===== config.mk =====
export PLATFORM = sky130hd
export DESIGN_NAME = sum_round_engine
export DESIGN_NICKNAME = d
export VERILOG_FILES = /design/src/rtl/sum_round_engine.sv
export SDC_FILE = /design/constraint.sdc
export NUM_CORES = 1
export LEC_CHECK = 0
export BUFFER_PORTS_ARGS = -buffer_cell sky130_fd_sc_hd__buf_4
export CORE_MARGIN = 8
export CORE_UTILIZATION = 58
export DETAILED_ROUTE_END_ITERATION = 8
export PLACE_DENSITY = 0.83
export SETUP_SLACK_MARGIN = 0.15
export SYNTH_ARGS = -nofsm -noshare
export SYNTH_HDL_FRONTEND = slang
export SYNTH_SLANG_ARGS = --single-unit

===== constraint.sdc =====
create_clock -name clk -period 5.1 [get_ports clk]
set_input_delay 0.765 -clock clk [delete_from_list [all_inputs] [get_ports clk]]
set_output_delay 0.765 -clock clk [all_outputs]
set_load 0.05 [all_outputs]

===== src/rtl/sum_round_engine.sv =====
// Sum-guessing round engine: LFSR-scrambled target, two edge-captured operands,
// single-cycle scoring with a limited number of tries per game.
module sum_round_engine #(
    parameter int unsigned W         = 4,
    parameter int unsigned MAX_TRIES = 3,
    parameter logic [7:0]  LFSR_SEED = 8'hA5
) (
    input  logic           clk,
    input  logic           rst,
    input  logic           ld1,
    input  logic           ld2,
    input  logic           new_game,
    input  logic [W-1:0]   data_in,
    output logic [W-1:0]   operand_a,
    output logic [W-1:0]   operand_b,
    output logic [W:0]     sum,
    output logic [W:0]     target,
    output logic [3:0]     tries_left,
    output logic           wait_a,
    output logic           wait_b,
    output logic           win_led,
    output logic           lose_led
);

    localparam int unsigned SW = W + 1;
    localparam int unsigned TW = 4;

    localparam logic [2:0] IDLE   = 3'd0;
    localparam logic [2:0] WAIT_A = 3'd1;
    localparam logic [2:0] WAIT_B = 3'd2;
    localparam logic [2:0] CHECK  = 3'd3;
    localparam logic [2:0] WIN    = 3'd4;
    localparam logic [2:0] LOSE   = 3'd5;

    logic [2:0]    state_q, state_d;
    logic [7:0]    lfsr_q, lfsr_d;
    logic          ld1_q, ld1_d;
    logic          ld2_q, ld2_d;
    logic [W-1:0]  operand_a_q, operand_a_d;
    logic [W-1:0]  operand_b_q, operand_b_d;
    logic [SW-1:0] sum_q, sum_d;
    logic [SW-1:0] target_q, target_d;
    logic [TW-1:0] tries_q, tries_d;
    logic          wait_a_q, wait_a_d;
    logic          wait_b_q, wait_b_d;
    logic          win_q, win_d;
    logic          lose_q, lose_d;

    logic          rise1_c;
    logic          rise2_c;
    logic [7:0]    lfsr_step_c;
    logic [SW-1:0] target_new_c;
    logic [SW-1:0] sum_new_c;

    // A held level yields a single event on its first cycle.
    assign rise1_c = ld1 & ~ld1_q;
    assign rise2_c = ld2 & ~ld2_q;

    assign lfsr_step_c  = {lfsr_q[6:0], lfsr_q[7] ^ lfsr_q[5] ^ lfsr_q[4] ^ lfsr_q[3]};
    assign target_new_c = SW'(lfsr_q[W-1:0]) + SW'(lfsr_q[2*W-1:W]);
    assign sum_new_c    = SW'(operand_a_q) + SW'(operand_b_q);

    // State and datapath registers.
    always_ff @(posedge clk) begin
        if (rst) begin
            state_q     <= IDLE;
            lfsr_q      <= LFSR_SEED;
            ld1_q       <= 1'b0;
            ld2_q       <= 1'b0;
            operand_a_q <= '0;
            operand_b_q <= '0;
            sum_q       <= '0;
            target_q    <= '0;
            tries_q     <= '0;
            wait_a_q    <= 1'b0;
            wait_b_q    <= 1'b0;
            win_q       <= 1'b0;
            lose_q      <= 1'b0;
        end else begin
            state_q     <= state_d;
            lfsr_q      <= lfsr_d;
            ld1_q       <= ld1_d;
            ld2_q       <= ld2_d;
            operand_a_q <= operand_a_d;
            operand_b_q <= operand_b_d;
            sum_q       <= sum_d;
            target_q    <= target_d;
            tries_q     <= tries_d;
            wait_a_q    <= wait_a_d;
            wait_b_q    <= wait_b_d;
            win_q       <= win_d;
            lose_q      <= lose_d;
        end
    end

    // Next-state logic; new_game overrides whatever the round is doing.
    always_comb begin
        state_d     = state_q;
        lfsr_d      = lfsr_q;
        ld1_d       = ld1;
        ld2_d       = ld2;
        operand_a_d = operand_a_q;
        operand_b_d = operand_b_q;
        sum_d       = sum_q;
        target_d    = target_q;
        tries_d     = tries_q;

        if (new_game) begin
            target_d    = target_new_c;
            lfsr_d      = lfsr_step_c;
            tries_d     = TW'(MAX_TRIES);
            operand_a_d = '0;
            operand_b_d = '0;
            sum_d       = '0;
            state_d     = WAIT_A;
        end else begin
            case (state_q)
                WAIT_A: begin
                    if (rise1_c) begin
                        operand_a_d = data_in;
                        state_d     = WAIT_B;
                    end
                end
                WAIT_B: begin
                    if (rise1_c) begin
                        operand_a_d = data_in;
                    end else if (rise2_c) begin
                        operand_b_d = data_in;
                        state_d     = CHECK;
                    end
                end
                CHECK: begin
                    sum_d = sum_new_c;
                    if (sum_new_c == target_q) begin
                        state_d = WIN;
                    end else begin
                        tries_d = tries_q - TW'(1);
                        state_d = (tries_q == TW'(1)) ? LOSE : WAIT_A;
                    end
                end
                WIN, LOSE, IDLE: state_d = state_q;
                default:         state_d = IDLE;
            endcase
        end

        wait_a_d = (state_d == WAIT_A);
        wait_b_d = (state_d == WAIT_B);
        win_d    = (state_d == WIN);
        lose_d   = (state_d == LOSE);
    end

    assign operand_a  = operand_a_q;
    assign operand_b  = operand_b_q;
    assign sum        = sum_q;
    assign target     = target_q;
    assign tries_left = tries_q;
    assign wait_a     = wait_a_q;
    assign wait_b     = wait_b_q;
    assign win_led    = win_q;
    assign lose_led   = lose_q;

endmodule


==> impl_metrics.py, run 1 <==
metrics = {
    "outcome": {
        "status": "complete, no violations",
    },
    "critical_path": {
        "reg2reg_depth": 7,
        "worst_ep_required_time_ns": 5.36,
        "crit_type": "reg2reg",
        "worst_ep_arrival_time_ns": 2.64,
        "ff2ff_setup_slack_ns": 2.72,
        "critical_path.startpoint_type": "flop",
        "crit_path_max_fanout": 8,
        "crit_start": "operand_a[1]$_SDFFE_PP0P_",
        "endpoint_kind": "flop",
        "timing.rr.end": "lose_led$_SDFF_PP0_",
        "r2r_start": "operand_a[1]$_SDFFE_PP0P_",
    },
    "sta": {
        "slew_headroom_pct": 55.04,
        "grt_setup_unrepaired": "no",
        "slew_violations": 0,
        "fin_skew_ns": 0.006388,
        "worst_slew_pin_slew_ns": 0.6728,
        "holdWs_ns": 0.4666,
        "setup_tns_ns": 0,
        "fmax_mhz": 420.4,
        "hold_viol_final": 0,
        "period_share_pct": 46.65,
        "setup_ws_ns": 2.721,
        "setup_viol": 0,
        "period_needed_ns": 2.379,
    },
    "route": {
        "wl_um": 4157,
        "wl_per_cell_um": 15.28,
        "drc": 0,
        "drt_first_pass_iters": 4,
        "first_iter_violations": 39,
        "vias": 1500,
        "via_per_inst": 5.515,
        "postRouteAntennaNets": 0,
    },
    "worst_hold_path": {
        "holdPathEnd": "sum[3]$_SDFFE_PP0P_",
        "whs_path_depth": 2,
        "min_from": "sum[3]$_SDFFE_PP0P_",
        "min_path_type": "reg2reg",
    },
    "cts": {
        "cts_max_level": 2,
        "cts_buffers": 5,
        "cts.path.max_buffers": 2,
        "insertion_delay_ns": 0.34,
        "clkSinkCount": 39,
        "post_cts_buffers": 0,
        "cts-root-buf": "clkbuf_4",
        "cts_hold_buf": 0,
        "cts_tree": "done",
        "cts_resized": 0,
        "clkTransAtPathRegs_ns": 0.11,
    },
    "placed_design": {
        "place_ws_ns": 2.734,
        "place_area_um2": 2151,
        "port_buffers": 34,
        "place_congestion": 0.8486,
        "hpwlAfterDp_um": 3267,
    },
    "final_layout": {
        "drive_gt1_share_pct": 22.81,
        "multi_input_area_um2": 1022,
        "mostFrequentLayoutCell": "dfxtp_1",
        "nets": 248,
        "design_area_um2": 2237,
        "final_cell_mix": "dfxtp_1, buf_4, nor2_1",
        "syn_to_final_growth_pct": 19.92,
        "fillerInstances": 232,
        "diodes": 0,
        "ff_latch_area_um2": 780.7,
    },
    "pwr": {
        "ir_drop_mv": 0.2453,
        "cellPowerDensity_nw_per_um2": 297.4,
        "power.leakage_nw": 0.9980,
        "p_total_uw": 665.4,
    },
    "floorplan": {
        "core_area_um2": 3053,
        "num_rows": 20,
        "die_h_um": 72.72,
        "io_pins": 35,
        "die_w_um": 72.72,
        "initial_core_util_pct": 61.11,
        "die_area_um2": 5287,
    },
    "global_routing": {
        "grt-ovfl-total": 0,
        "antenna_found_initial": 0,
        "grt_pass1_vias": 1547,
        "grt_pass1_wl_um": 6693,
        "grt_start_max_net_pins": 20,
        "grt.total_usage_pct": 16.48,
    },
    "logic_synthesis": {
        "synth_cell_types": 45,
        "syn_avg_cell_area_um2": 9.716,
        "synth_cells": 192,
        "ys_warn_count": 0,
        "synth_seq_cells": 39,
        "synth_area_um2": 1866,
        "syn_nets": 213,
        "synth_seq_area_share_pct": 41.85,
    },
    "flow_run": {
        "drv_cap": 0,
    },
}
## registers in the layout, summed over array words and instances, names as in the netlist
register and cells:
ld1_q 1, ld2_q 1, lfsr_q 8, lose_led 1, operand_a 4, operand_b 4, state_q 3, sum 5
target 5, tries_left 4, wait_a 1, wait_b 1, win_led 1
## routing by layer
layer	global-route usage (%)	part of all wire, %	vias up
met1	14.94	37	701
met2	29.72	52	51
li1	-	-	731
met4	11.11	3.6	0
met5	0	0	-
met3	6.181	6.7	17
## kinds of logic after synthesis
kind of cell	share of synthesized area, %
adders and majority gates	8.853
muxes	8.585
buffers and inverters	3.353
xor gates and xnor gates	6.372
and+or+nand+nor	17.37
AOI/OAI and AO/OA	13.62
DFF	41.85
## per-stage QoR
step	util (%)	cells
after floorplan	-	192
after global placement	70.45	264
after detailed placement	70.45	264
after CTS	73.28	272
after global routing	73.28	272
final	73.28	272
## cell type report
| cell class | instances | share of cell area [%] |
|---|---|---|
| Inverter | 10 | 1.678 |
| Clock buffer | 6 | 2.293 |
| Clock inverter | 2 | 1.566 |
| Tap cell | 44 | 2.461 |
| Multi-Input combinational cell | 137 | 45.69 |
| Timing Repair Buffer | 34 | 11.41 |
| Sequential cell | 39 | 34.90 |
## how the worst max path moves through the flow
stage | slack [ns] | cells past startpoint | endpoint
floorplan | 2.59 | 8 | win_led$_SDFF_PP0_
global placement | 2.82 | 8 | win_led$_SDFF_PP0_
detailed placement | 2.73 | 7 | wait_a$_SDFF_PP0_
CTS | 2.70 | 7 | wait_a$_SDFF_PP0_
global route | 2.52 | 7 | lose_led$_SDFF_PP0_
finish | 2.72 | 7 | lose_led$_SDFF_PP0_
## worst max-delay path, stage by stage, from the launching register on
cell      delay [ns]
dfxtp_1         0.43
ha_1            0.26
a21o_1          0.16
a21oi_1         0.27
xor3_1          0.32
a21oi_2         0.44
nor2_1          0.18
a211oi_1        0.22
## synth_stat cells, drive strengths merged
| cell type | count | area [um^2] |
|---|---|---|
| a2111oi | 1 | 27.53 |
| a211o | 4 | 35.03 |
| a211oi | 4 | 30.03 |
| a21o | 2 | 15.01 |
| a21oi | 14 | 73.82 |
| a311oi | 2 | 17.52 |
| a31o | 1 | 8.760 |
| and2 | 2 | 15.02 |
| and2b | 1 | 7.510 |
| and3 | 1 | 6.260 |
| and3b | 1 | 8.760 |
| buf | 3 | 12.51 |
| clkbuf | 3 | 12.51 |
| clkinv | 1 | 3.750 |
| dfxtp | 39 | 780.8 |
| fa | 2 | 40.04 |
| ha | 10 | 125.1 |
| inv | 9 | 33.78 |
| mux2i | 16 | 160.2 |
| nand2 | 13 | 48.80 |
| nand2b | 1 | 6.260 |
| nand3 | 1 | 5.000 |
| nand3b | 2 | 15.01 |
| nand4 | 1 | 6.260 |
| nor2 | 25 | 93.84 |
| nor2b | 8 | 52.55 |
| nor3 | 4 | 25.02 |
| nor3b | 1 | 7.510 |
| nor4 | 1 | 12.51 |
| o211ai | 1 | 7.510 |
| o21a | 1 | 7.510 |
| o21ai | 4 | 31.28 |
| or3 | 2 | 13.77 |
| xnor2 | 10 | 95.10 |
| xor3 | 1 | 23.77 |
## where the power goes
group	switching [mW]	internal [mW]
Combinational	0.0699	0.0496
Sequential	0.0145	0.318
Clock	0.0972	0.116
Total	0.181	0.484
Power figures use the tool's default switching activity.
==> run 2, diff against run 1 <==
--- a/config.mk
+++ b/config.mk
@@ -5,11 +5,12 @@
 export SDC_FILE = /design/constraint.sdc
 export NUM_CORES = 1
 export LEC_CHECK = 0
+export ABC_AREA = 1
 export BUFFER_PORTS_ARGS = -buffer_cell sky130_fd_sc_hd__buf_4
 export CORE_MARGIN = 8
-export CORE_UTILIZATION = 58
+export CORE_UTILIZATION = 49
 export DETAILED_ROUTE_END_ITERATION = 8
-export PLACE_DENSITY = 0.83
+export PLACE_DENSITY = 0.75
 export SETUP_SLACK_MARGIN = 0.15
 export SYNTH_ARGS = -nofsm -noshare
 export SYNTH_HDL_FRONTEND = slang
==> constraint.sdc (replaced) <==
create_clock -name clk -period 2 [get_ports clk]
set_input_delay 0.3 -clock clk [delete_from_list [all_inputs] [get_ports clk]]
set_output_delay 0.3 -clock clk [all_outputs]
set_load 0.05 [all_outputs]
==> impl_metrics.py, run 2 <==
metrics = {
    "outcome": {
        "status": "complete, no violations",
    },
    "cts": {
        "insertion_delay_ns": 0.29,
        "cts-root-buf": "clkbuf_8",
        "cts_tree": "done",
        "clkSinkCount": 39,
        "clkTransAtPathRegs_ns": 0.07,
        "cts_max_level": 2,
        "cts_buffers": 5,
        "cts_hold_buf": 0,
        "cts.path.max_buffers": 2,
    },
    "route": {
        "wl_per_cell_um": 12.84,
        "postRouteAntennaNets": 0,
        "first_iter_violations": 123,
        "drt_first_pass_iters": 5,
        "via_per_inst": 4.908,
        "wl_um": 4327,
        "vias": 1654,
        "drc": 0,
    },
    "final_layout": {
        "nets": 309,
        "drive_gt1_share_pct": 27.34,
        "mostFrequentLayoutCell": "buf_4",
        "fin_cells": 337,
        "regMostFlops": "lfsr_q",
        "largest_reg_flops": 8,
        "final_core_util_pct": 64.52,
        "syn_to_final_growth_pct": 26.13,
        "diodes": 0,
        "final_cell_mix": "buf_4, nand2_1, inv_1",
    },
    "logic_synthesis": {
        "ys_top_cells_by_count": "nand2_1, dfxtp_1, inv_1",
        "syn_avg_cell_area_um2": 7.797,
        "yosysTopAreaCell": "dfxtp_1",
        "synthMuxAreaShare_pct": 0,
        "synth_seq_area_share_pct": 41.38,
        "syn_nets": 263,
        "synth-edff-count": 0,
        "synth_cell_types": 30,
        "synth_top_area_share_pct": 41.38,
        "synth-xor-area-share_pct": 3.714,
        "yosysMostFrequentCell": "nand2_1",
        "synth_area_um2": 1887,
        "synthSimpleGateAreaFrac_pct": 23.47,
        "synth_cells": 242,
        "ys.flop_type": "dfxtp_1",
        "synth_fa_ha_area_share_pct": 8.753,
        "synth_compound_area_share_pct": 12.67,
        "ys_warn_count": 0,
        "synthTopCellsByArea": "dfxtp_1, nand2_1, inv_1",
        "ys_async_sr_fraction_pct": 0,
        "synth_top_family_by_area": "simple AND/OR/NAND/NOR gates",
        "synth_seq_cells": 39,
    },
    "critical_path": {
        "endpoint_kind": "flop",
        "cp_top_family": "simple AND/OR/NAND/NOR gates",
        "worst_ep_arrival_time_ns": 2.17,
        "critical_path.startpoint_type": "flop",
        "cp_common_cell": "nand2_2",
        "path_cells": "ha_4, fa_2, xor2_1, nor2_1, nand3_1, nor2_2, nand2_2, nand2_2, nand3_2, nand2_2, nor2_1",
        "slowest_delay_ns": 0.55,
        "crit_path_max_fanout": 5,
        "worst_ep_required_time_ns": 2.19,
        "crit_type": "reg2reg",
        "worst_path_max_delay_cell": "fa_2",
        "crit_buf_inv": 0,
    },
    "placed_design": {
        "port_buffers": 34,
        "dp.cells": 323,
        "place_ws_ns": -0.06895,
        "place_congestion": 0.8702,
        "hpwlAfterDp_um": 3344,
    },
    "sta": {
        "setup_viol": 0,
        "period_needed_ns": 1.981,
        "period_share_pct": 99.04,
        "slew_headroom_pct": 71.44,
        "slew_violations": 0,
        "worst_slew_pin_slew_ns": 0.4280,
        "fin_skew_ns": 0.006060,
        "fmax_mhz": 504.9,
        "hold_viol_final": 0,
        "grt_setup_unrepaired": "yes",
        "setup_ws_ns": 0.01924,
    },
    "floorplan": {
        "initial_core_util_pct": 51.15,
        "die_w_um": 78.06,
        "io_pins": 35,
        "num_rows": 22,
        "die_area_um2": 6093,
        "die_h_um": 78.06,
        "core_area_um2": 3689,
    },
    "global_routing": {
        "grt_start_max_net_pins": 17,
        "grt-ovfl-total": 0,
        "grt.total_usage_pct": 14.35,
        "grt_pass1_wl_um": 7203,
        "grt_pass1_vias": 1582,
        "antenna_found_initial": 0,
    },
    "pwr": {
        "comb_power_share_pct": 17.9,
        "p_clk_share_pct": 33.3,
        "ir_drop_mv": 0.4279,
        "power_frac_seq_pct": 48.8,
        "switching_share_pct": 28.31,
        "internal_power_mw": 1.238,
        "cellPowerDensity_nw_per_um2": 725.4,
        "power.leakage_nw": 1.157,
        "p_total_mw": 1.726,
        "p_sw_uw": 488.7,
    },
    "worst_hold_path": {
        "min_path_type": "in2reg",
    },
    "flow_run": {
        "drv_cap": 0,
    },
}
run 2: cell families after synthesis:
| group | Yosys count |
|---|---|
| AO/OA/AOI/OAI | 40 |
| XOR/XNOR | 8 |
| flip-flops | 39 |
| buffers and inverters | 44 |
| AND/OR/NAND/NOR | 99 |
| adder cells (fa/ha/maj) | 12 |
run 2: power groups by stage:
stage	registers [mW]	clock network, mW	logic [mW]
finish	0.842	0.576	0.308
global route	0.846	0.617	0.342
CTS	0.842	0.587	0.309
detailed placement	0.860	0	0.306
global placement	0.859	0	0.300
floorplan	0.920	0	0.161
run 2: worst paths after layout:
| path | slack, ns | cells past startpoint | start | endpoint |
|---|---|---|---|---|
| setup reg to reg | 0.02 | 11 | operand_a[0]$_SDFFE_PP0P_ | wait_a$_SDFF_PP0_ |
| hold / removal | 0.23 | 3 | new_game | lfsr_q[0]$_SDFFE_PP1P_ |
| setup / recovery | 0.02 | 11 | operand_a[0]$_SDFFE_PP0P_ | wait_a$_SDFF_PP0_ |
| hold reg to reg | 0.48 | 2 | operand_a[3]$_SDFFE_PP0P_ | operand_a[3]$_SDFFE_PP0P_ |
run 2: stage by stage:
step	hold slack, ns	setup TNS [ns]	instance area, um^2
2_1_floorplan	0.4031	0	1914
6_report	0.2253	0	2380
3_3_place_gp	0.4635	-0.04921	2217
3_5_place_dp	0.4703	-0.07845	2217
4_1_cts	0.2197	-0.001338	2357
5_1_grt	0.2509	-0.3265	2380
run 2: routing by layer:
layer	vias to the layer above	wire, um	GRT usage [%]
met5	-	0	0
met3	8	174	4.100
li1	863	-	-
met2	27	2017	23.03
met1	756	2070	17.93
met4	0	65	5.000
run 2: timing repair:
| action | 4_1_cts | 5_1_grt |
|---|---|---|
| pin swaps | 5 | 8 |
| gates resized for setup | 3 | 2 |
| endpoints found under the setup margin | 10 | 10 |
| setup buffers | 4 | 2 |
run 2: worst reg2reg max path, cell delays in order, from the launching register on:
cell	delay, ns
dfxtp_4	0.35
ha_4	0.16
fa_2	0.55
xor2_1	0.07
nor2_1	0.08
nand3_1	0.09
nor2_2	0.14
nand2_2	0.08
nand2_2	0.10
nand3_2	0.11
nand2_2	0.10
nor2_1	0.05
run 2: cell type report:
type	instances	area [um^2]
multi-input cells	159	947.2
well taps	48	60.06
clock buffers	8	100.1
fillers	335	1309
repair buffers	44	330.3
inverters	39	146.4
flip-flops and latches	39	795.8
